## src/rtl/shift_pkg.sv

```systemverilog
// shift_pkg: shared definitions for the shift_seq8 sequencer and its step stage.
//   - OP_* : operation codes carried on the 2-bit op field
//   - state_t : sequencer state encoding (2 bits)
//   - STEP_MAX : largest shift applied in one cycle (fixed by the 2-bit step)
package shift_pkg;

  localparam int STEP_MAX = 3;

  localparam logic [1:0] OP_LSL = 2'b00;
  localparam logic [1:0] OP_LSR = 2'b01;
  localparam logic [1:0] OP_ASR = 2'b10;
  localparam logic [1:0] OP_ROR = 2'b11;

  typedef enum logic [1:0] {
    S_IDLE  = 2'd0,
    S_SHIFT = 2'd1,
    S_DONE  = 2'd2
  } state_t;

endpackage

```

## src/rtl/shift_step8.sv

```systemverilog
// shift_step8: combinational one-step shifter, moves a byte by 0..3 positions.
// Ports:
//   work [7:0] in  : byte to shift
//   step [1:0] in  : number of positions (0..3), selects one of four candidates
//   op   [1:0] in  : OP_LSL / OP_LSR / OP_ASR / OP_ROR
//   res  [7:0] out : shifted byte
// Configuration: SHIFT_SEQ8_ROR_EN enables the rotate path; without it OP_ROR
// passes the byte through unchanged and no rotate muxing exists.
module shift_step8
  import shift_pkg::*;
(
  input  logic [7:0] work,
  input  logic [1:0] step,
  input  logic [1:0] op,
  output logic [7:0] res
);

  logic       fill;
  logic [7:0] c1;
  logic [7:0] c2;
  logic [7:0] c3;

  // ASR fills with the sign bit, every other right shift fills with zero.
  assign fill = (op == OP_ASR) ? work[7] : 1'b0;

  // Build the 1/2/3-position candidates for the current op.
  always_comb begin
    c1 = work;
    c2 = work;
    c3 = work;
    case (op)
      OP_LSL: begin
        c1 = {work[6:0], 1'b0};
        c2 = {work[5:0], 2'b00};
        c3 = {work[4:0], 3'b000};
      end
      OP_LSR, OP_ASR: begin
        c1 = {fill, work[7:1]};
        c2 = {{2{fill}}, work[7:2]};
        c3 = {{3{fill}}, work[7:3]};
      end
      OP_ROR: begin
`ifdef SHIFT_SEQ8_ROR_EN
        c1 = {work[0], work[7:1]};
        c2 = {work[1:0], work[7:2]};
        c3 = {work[2:0], work[7:3]};
`else
        c1 = work;
        c2 = work;
        c3 = work;
`endif
      end
      default: begin
        c1 = work;
        c2 = work;
        c3 = work;
      end
    endcase
  end

  // Per-bit 4:1 selection on the step amount.
  always_comb begin
    res = work;
    case (step)
      2'd0:    res = work;
      2'd1:    res = c1;
      2'd2:    res = c2;
      2'd3:    res = c3;
      default: res = work;
    endcase
  end

endmodule

```

## src/rtl/shift_seq8.sv

```systemverilog
// shift_seq8: multi-cycle 8-bit shift sequencer with start/done handshake.
// Ports:
//   clk         in  : rising-edge clock
//   reset       in  : synchronous active-high reset
//   start       in  : request, accepted when idle (or on the closing edge of DONE)
//   op    [1:0] in  : 00 LSL, 01 LSR, 10 ASR, 11 ROR
//   d_in  [7:0] in  : operand, sampled with start
//   shamt [2:0] in  : shift amount 0..7, sampled with start
//   busy        out : high while an operation is in flight, including DONE
//   done        out : one-cycle completion strobe
//   d_out [7:0] out : registered result, held until the next completion
// Configuration: SHIFT_SEQ8_ROR_EN enables rotate-right for op=11 (see shift_step8).
module shift_seq8
  import shift_pkg::*;
#(
  parameter int STEP_MAX = 3
) (
  input  logic       clk,
  input  logic       reset,
  input  logic       start,
  input  logic [1:0] op,
  input  logic [7:0] d_in,
  input  logic [2:0] shamt,
  output logic       busy,
  output logic       done,
  output logic [7:0] d_out
);

  state_t     state;
  logic [1:0] op_r;
  logic [7:0] work;
  logic [2:0] rem;
  logic [1:0] step;
  logic [7:0] work_next;

  // Step is min(rem, STEP_MAX); it never exceeds rem, so rem cannot underflow.
  always_comb begin
    if (rem > 3'(STEP_MAX)) begin
      step = 2'(STEP_MAX);
    end else begin
      step = rem[1:0];
    end
  end

  shift_step8 u_step (
    .work (work),
    .step (step),
    .op   (op_r),
    .res  (work_next)
  );

  // Sequencer FSM with registered handshake outputs. A start seen on the edge
  // that enters DONE is dropped; the edge that closes DONE may accept again.
  always_ff @(posedge clk) begin
    if (reset) begin
      state <= S_IDLE;
      op_r  <= 2'b00;
      work  <= 8'h00;
      rem   <= 3'd0;
      busy  <= 1'b0;
      done  <= 1'b0;
      d_out <= 8'h00;
    end else begin
      done <= 1'b0;
      case (state)
        S_IDLE, S_DONE: begin
          if (start) begin
            op_r  <= op;
            work  <= d_in;
            rem   <= shamt;
            busy  <= 1'b1;
            state <= S_SHIFT;
          end else begin
            busy  <= 1'b0;
            state <= S_IDLE;
          end
        end
        S_SHIFT: begin
          if (rem != 3'd0) begin
            work <= work_next;
            rem  <= rem - {1'b0, step};
          end else begin
            d_out <= work;
            done  <= 1'b1;
            state <= S_DONE;
          end
        end
        default: begin
          busy  <= 1'b0;
          state <= S_IDLE;
        end
      endcase
    end
  end

endmodule

```

## config.mk

```make
export PLATFORM = sky130hd
export DESIGN_NAME = shift_seq8
export DESIGN_NICKNAME = d
export VERILOG_FILES = /design/src/rtl/shift_pkg.sv /design/src/rtl/shift_step8.sv /design/src/rtl/shift_seq8.sv
export SDC_FILE = /design/constraint.sdc
export NUM_CORES = 1
export LEC_CHECK = 0
export CAP_MARGIN = 20
export CORE_MARGIN = 5
export CORE_UTILIZATION = 50
export CTS_BUF_LIST = sky130_fd_sc_hd__clkbuf_2 sky130_fd_sc_hd__clkbuf_4 sky130_fd_sc_hd__clkbuf_8
export DETAILED_ROUTE_END_ITERATION = 16
export GPL_TIMING_DRIVEN = 0
export PLACE_DENSITY = 0.76
export SYNTH_ARGS = -nofsm -noshare
export SYNTH_HDL_FRONTEND = slang
export SYNTH_SLANG_ARGS = --single-unit
```

## constraint.sdc

```tcl
create_clock -name clk -period 2 [get_ports clk]
set_input_delay 0.4 -clock clk [delete_from_list [all_inputs] [get_ports clk]]
set_output_delay 0.4 -clock clk [all_outputs]
set_load 0.01 [all_outputs]
```

==> results of run 1 <==
[worst reg2reg max path, stage by stage, from the launching register on]
cell	delay, ns
dfxtp_2	0.36
inv_1	0.07
ha_4	0.30
buf_6	0.15
mux2_2	0.34
a222oi_1	0.30
a211o_1	0.17
a21oi_1	0.06
[metrics by stage]
step | power, mW | instance area (µm²)
2_1_floorplan | 0.860 | 1490
3_5_place_dp | 0.986 | 1780
3_3_place_gp | 0.973 | 1780
4_1_cts | 1.23 | 1810
6_report | 1.23 | 1830
5_1_grt | 1.31 | 1830
[Yosys cell counts (4+ instances only)]
cell      instances
dfxtp_1          25
a21oi_1          20
nand2_1          19
nor2_1           19
nand3_1           9
o21ai_0           9
buf_2             6
mux2_2            6
a31oi_1           5
inv_1             5
a211oi_1          4
nand2b_1          4
[area by class of cell]
class                   count  area (µm²)
clock inverters             1        7.51
inverters                   5        18.8
multi-input cells         142         916
fillers                   266         971
plain buffers              12        71.3
flip-flops and latches     25         502
repair buffers             26         258
clock buffers               3        22.5
well taps                  31        38.8
[cells by family (layout without fill, tap and decap cells)]
logic type	Yosys count	after routing	synth area share
adders and majority gates	3	3	0.0252
buffers and inverters	17	47	0.0579
AOI/OAI and AO/OA	59	59	0.273
muxes	9	9	0.0655
and+or+nand+nor	71	71	0.243
DFF	25	25	0.336
[path summary, 6_finish.rpt]
path             from  slack, ns  cells past startpoint  endpoint
max           op_r[0]       0.14                      7   work[4]
min          d_out[0]       0.46                      2  d_out[0]
max reg2reg   op_r[0]       0.14                      7   work[4]
min reg2reg  d_out[0]       0.46                      2  d_out[0]
[power by group]
part	leakage (nW)	switching [mW]	internal, mW	total [mW]
Sequential	0.205	0.0517	0.537	0.588
Clock	0.0139	0.170	0.0767	0.246
Combinational	0.450	0.212	0.187	0.399
[repair_timing]
item	CTS	global route
endpoints found under the setup margin	0	6
setup buffers	0	1
gates resized for setup	0	4
[per-layer routing]
| layer | vias up | part of all wire | wire length [µm] |
|---|---|---|---|
| li1 | 725 | - | - |
| met1 | 693 | 0.47 | 1820 |
| met2 | 34 | 0.48 | 1890 |
| met3 | 5 | 0.038 | 148 |
| met4 | 0 | 0.012 | 45 |
| met5 | - | 0 | 0 |
[flip-flops by register name, indices dropped and copies added, names as in the netlist]
name and cells:
work 8, state 2, op_r 2, busy 1, done 1, rem 3
d_out 8
==> impl_metrics.py, run 1 <==
metrics = {
    "run_status": {
        "status": "finished, final reports clean",
    },
    "logic_synthesis": {
        "synth_area_leaders": "dfxtp_1 (34%), a21oi_1 (6.7%), nand2_1 (4.8%), nor2_1 (4.8%), mux2_2 (4.5%)",
        "avgSynthCellArea_um2": 8.10,
        "synth_top_area_frac": 0.336,
        "postSynthCellCount": 184,
        "synth.distinct_cells": 45,
        "synth_edf_count": 0,
        "ys.flop_type": "dfxtp_1",
        "synth-async-reset-ratio": 0,
        "netlist_area_um2": 1490,
        "synth_seq_area_share": 0.336,
        "yosysWarnings": 0,
        "synth_top_area_cell": "dfxtp_1",
        "synth_nets": 203,
        "ys_ff_latch": 25,
    },
    "global_routing": {
        "grt_use_met2": 0.351,
        "grt_antenna_before_repair": 0,
        "globalRouteOverflowTotal": 0,
        "use_met1": 0.258,
        "grt_usage": 0.200,
        "grt_pass1_vias": 1394,
        "grt_max_degree": 16,
        "grt_pass1_wl_mm": 6.63,
        "gr-max-usage-layer": "met2",
        "grtUsageMet3": 0.0242,
    },
    "setup_path": {
        "path_max_fanout": 10,
        "worst_ep_required_time_ns": 2.22,
        "worst-path-buf-inv": 2,
        "path_class": "flip-flop to flip-flop",
        "start_kind": "flip-flop",
        "worst_path_max_delay_cell": "dfxtp_2",
        "cpPeakStageDelay_ns": 0.36,
        "arrival_ns": 2.08,
        "end_kind": "flip-flop",
        "path_cells": "inv_1 -> ha_4 -> buf_6 -> mux2_2 -> a222oi_1 -> a211o_1 -> a21oi_1",
        "critPathTopFamily": "compound AO/OA/AOI/OAI gates",
    },
    "min_path": {
        "hp-class": "flip-flop to flip-flop",
    },
    "final_layout": {
        "area_growth_pct": 23.1,
        "drive_above_1_share": 0.164,
        "final_common_cell": "clkdlybuf4s50_1",
        "fin_util": 0.654,
        "final_cell_mix": "clkdlybuf4s50_1 (25), dfxtp_1 (24), a21oi_1 (20)",
        "stdcell_count": 245,
        "num_antenna_cells": 0,
        "nets": 234,
    },
    "clock_network": {
        "cts_hold_buffers": 0,
        "cts_root_buffer": "clkbuf_4",
        "cts_tree": "built",
        "clock-sinks": 25,
        "clk_latency_ns": 0.33,
        "cts_buffers": 3,
        "htree_levels": 1,
        "cts.reportedPaths.clkPinSlew_ns": 0.15,
        "clockBufferDepth": 2,
    },
    "timing": {
        "fin_worst_skew_ns": 0.00178,
        "tightest_slew_ns": 0.622,
        "holdWs_ns": 0.463,
        "finalSetupTns_ns": 0,
        "post-route-period-util": 0.930,
        "rsz0062_at_grt": "no",
        "setup_ws_ns": 0.140,
        "fmax_ghz": 0.538,
        "finalMaxSlewViolations": 0,
        "slew_headroom": 0.583,
        "layout_min_cycle_time_ns": 1.86,
        "setup_viol": 0,
        "hold_viol": 0,
    },
    "power_and_ir_drop": {
        "peakVddDrop_mv": 0.377,
        "power_density_nw_per_um2": 673,
        "p_leak_nw": 0.669,
    },
    "floorplanning": {
        "start_util": 0.531,
        "die-area_um2": 4170,
        "io_pins": 26,
        "rows": 19,
        "die_h_um": 64.6,
        "dieWidth_um": 64.6,
        "coreArea_um2": 2810,
    },
    "detailed_routing": {
        "drc": 0,
        "via_count": 1457,
        "drt_iter0_markers": 69,
        "avgViaCountPerCell": 5.95,
        "dr.pass1.iters": 4,
        "detail_route.wl_per_cell_um": 15.9,
        "finalWirelength_mm": 3.91,
        "antenna_left": 0,
    },
    "placed_design": {
        "io_buffers": 25,
        "dp.cells": 240,
        "dp_slack_ns": 0.0553,
        "dp_hpwl_mm": 2.85,
        "gp_congestion": 0.927,
    },
    "run": {
        "cap_violations": 0,
    },
}
Power figures use the tool's default switching activity.
==> inputs of run 2 (changes only) <==
--- a/config.mk
+++ b/config.mk
@@ -5,13 +5,14 @@
 export SDC_FILE = /design/constraint.sdc
 export NUM_CORES = 1
 export LEC_CHECK = 0
-export CAP_MARGIN = 20
+export CAP_MARGIN = 0
 export CORE_MARGIN = 5
-export CORE_UTILIZATION = 50
+export CORE_UTILIZATION = 49
 export CTS_BUF_LIST = sky130_fd_sc_hd__clkbuf_2 sky130_fd_sc_hd__clkbuf_4 sky130_fd_sc_hd__clkbuf_8
 export DETAILED_ROUTE_END_ITERATION = 16
 export GPL_TIMING_DRIVEN = 0
-export PLACE_DENSITY = 0.76
+export PLACE_DENSITY = 0.78
+export SLEW_MARGIN = 20
 export SYNTH_ARGS = -nofsm -noshare
 export SYNTH_HDL_FRONTEND = slang
 export SYNTH_SLANG_ARGS = --single-unit
==> constraint.sdc (replaced) <==
create_clock -name clk -period 1.5 [get_ports clk]
set_input_delay 0.3 -clock clk [delete_from_list [all_inputs] [get_ports clk]]
set_output_delay 0.3 -clock clk [all_outputs]
set_load 0.01 [all_outputs]
==> impl_metrics.py, run 2 (synthesis gave the netlist of run 1 again) <==
metrics = {
    "setup_path": {
        "path_max_fanout": 8,
        "r2r_slack_ns": -0.31,
        "path_class": "flip-flop to flip-flop",
        "arrival_ns": 2.01,
        "reg2reg_from": "op_r[0]",
        "end_kind": "flip-flop",
        "reg2reg_to": "work[4]",
        "start_kind": "flip-flop",
        "worst_ep_required_time_ns": 1.71,
        "crit_path_end": "work[4]",
        "critPathLaunch": "op_r[0]",
        "reg2reg_depth": 7,
    },
    "placed_design": {
        "dp_hpwl_mm": 2.95,
        "post_dp_cell_area_um2": 1810,
        "io_buffers": 25,
        "gp_congestion": 0.922,
    },
    "global_routing": {
        "grt_usage": 0.226,
        "globalRouteOverflowTotal": 0,
        "grt_antenna_before_repair": 0,
        "grt_pass1_wl_mm": 7.55,
        "grt_max_degree": 16,
        "grt_pass1_vias": 1580,
    },
    "final_layout": {
        "final_common_cell": "dfxtp_1",
        "fin_util": 0.705,
        "final_area_um2": 2100,
        "area_growth_pct": 40.9,
        "nets": 248,
        "num_antenna_cells": 0,
        "drive_above_1_share": 0.294,
        "fillCellCount": 230,
        "final_cell_mix": "dfxtp_1 (19), nor2_1 (18), nand2_1 (18), a21oi_1 (18), clkdlybuf4s50_1 (15)",
        "reg.largest.list": "d_out (8), work (8), rem (3)",
    },
    "detailed_routing": {
        "avgViaCountPerCell": 5.99,
        "dr.pass1.iters": 6,
        "drt_iter0_markers": 121,
        "finalWirelength_mm": 4.54,
        "via_count": 1563,
        "antenna_left": 0,
        "detail_route.wl_per_cell_um": 17.4,
        "drc": 0,
    },
    "timing": {
        "rsz0062_at_grt": "yes",
        "slew_headroom": 0.583,
        "holdWs_ns": 0.470,
        "setup_ws_ns": -0.308,
        "fmax_ghz": 0.553,
        "layout_min_cycle_time_ns": 1.81,
        "fin_worst_skew_ns": 0.00193,
        "hold_viol": 0,
        "tightest_slew_ns": 0.626,
        "finalMaxSlewViolations": 0,
        "setup_viol": 9,
        "post-route-period-util": 1.21,
    },
    "power_and_ir_drop": {
        "peakVddDrop_mv": 0.589,
        "power_mw": 1.83,
        "power_density_nw_per_um2": 872,
        "p_leak_nw": 0.838,
    },
    "clock_network": {
        "cts_root_buffer": "clkbuf_4",
        "clockBufferDepth": 2,
        "clk_latency_ns": 0.32,
        "clock-sinks": 25,
        "cts_hold_buffers": 0,
        "htree_levels": 1,
        "cts_buffers": 3,
        "cts.reportedPaths.clkPinSlew_ns": 0.15,
        "cts_tree": "built",
    },
    "floorplanning": {
        "dieWidth_um": 65.1,
        "coreArea_um2": 2980,
        "io_pins": 26,
        "die-area_um2": 4240,
        "rows": 20,
        "start_util": 0.500,
        "die_h_um": 65.1,
    },
    "min_path": {
        "hp-class": "flip-flop to flip-flop",
    },
    "run": {
        "cap_violations": 0,
    },
    "run_status": {
        "status": "complete, but fails checks",
        "failed_checks": "setup timing",
    },
}
run 2: area by class of cell:
type,instances,area (µm²),share of cell area
Inverter,5,21.3,0.0101
Buffer,12,108,0.0513
Multi-Input combinational cell,142,1000,0.479
Timing Repair Buffer,40,387,0.184
Clock inverter,1,7.51,0.00358
Sequential cell,25,508,0.242
Clock buffer,3,22.5,0.0107
Tap cell,33,41.3,0.0197
run 2: critical path, stage by stage, from the launching register on:
cell and delay (ns):
dfxtp_2 0.37, inv_2 0.05, ha_4 0.30, buf_8 0.14
mux2_4 0.30, a222oi_1 0.31, a211o_1 0.18, a21oi_1 0.05
run 2: timing repair:
action	in CTS	in global routing
setup endpoints to repair	29	16
gates cloned	0	0
pin swaps	12	14
setup buffers	15	0
gates resized for setup	33	20
run 2: power breakdown:
part	switching, mW	internal (mW)	total (mW)
clock	0.219	0.102	0.321
combinational	0.354	0.365	0.719
sequential	0.0738	0.718	0.792
run 2: routing by layer:
metal / part of all wire / GRT usage / vias up
met3: 0.052 / 0.0359 / 6
li1: - / - / 755
met5: 0 / 0 / -
met2: 0.49 / 0.392 / 63
met1: 0.45 / 0.288 / 739
met4: 0.013 / 0.0648 / 0
run 2: how the worst min path moves through the flow:
stage / start / to / slack [ns] / cells after the start
2_1_floorplan: reset / work[5] / 0.36 / 1
3_3_place_gp: d_out[1] / d_out[1] / 0.45 / 2
3_5_place_dp: d_out[6] / d_out[6] / 0.45 / 2
4_1_cts: d_out[6] / d_out[6] / 0.47 / 2
5_1_grt: d_out[0] / d_out[0] / 0.49 / 2
6_report: d_out[6] / d_out[6] / 0.47 / 2
run 2: through the flow:
step | instances | TNS [ns] | setup WS [ns]
2_1_floorplan | 184 | -0.361 | -0.172
3_3_place_gp | 242 | -3.27 | -0.310
3_5_place_dp | 242 | -4.64 | -0.338
4_1_cts | 261 | -1.05 | -0.250
5_1_grt | 261 | -2.01 | -0.363
6_report | 261 | -1.25 | -0.308
==> inputs of run 3 (changes only) <==
--- a/config.mk
+++ b/config.mk
@@ -9,6 +9,7 @@
 export CORE_MARGIN = 5
 export CORE_UTILIZATION = 49
 export CTS_BUF_LIST = sky130_fd_sc_hd__clkbuf_2 sky130_fd_sc_hd__clkbuf_4 sky130_fd_sc_hd__clkbuf_8
+export CTS_CLUSTER_DIAMETER = 30
 export DETAILED_ROUTE_END_ITERATION = 16
 export GPL_TIMING_DRIVEN = 0
 export PLACE_DENSITY = 0.78
==> results of run 3 <==
Same layout as run 2: the final DEF is identical, and so are final timing and power.
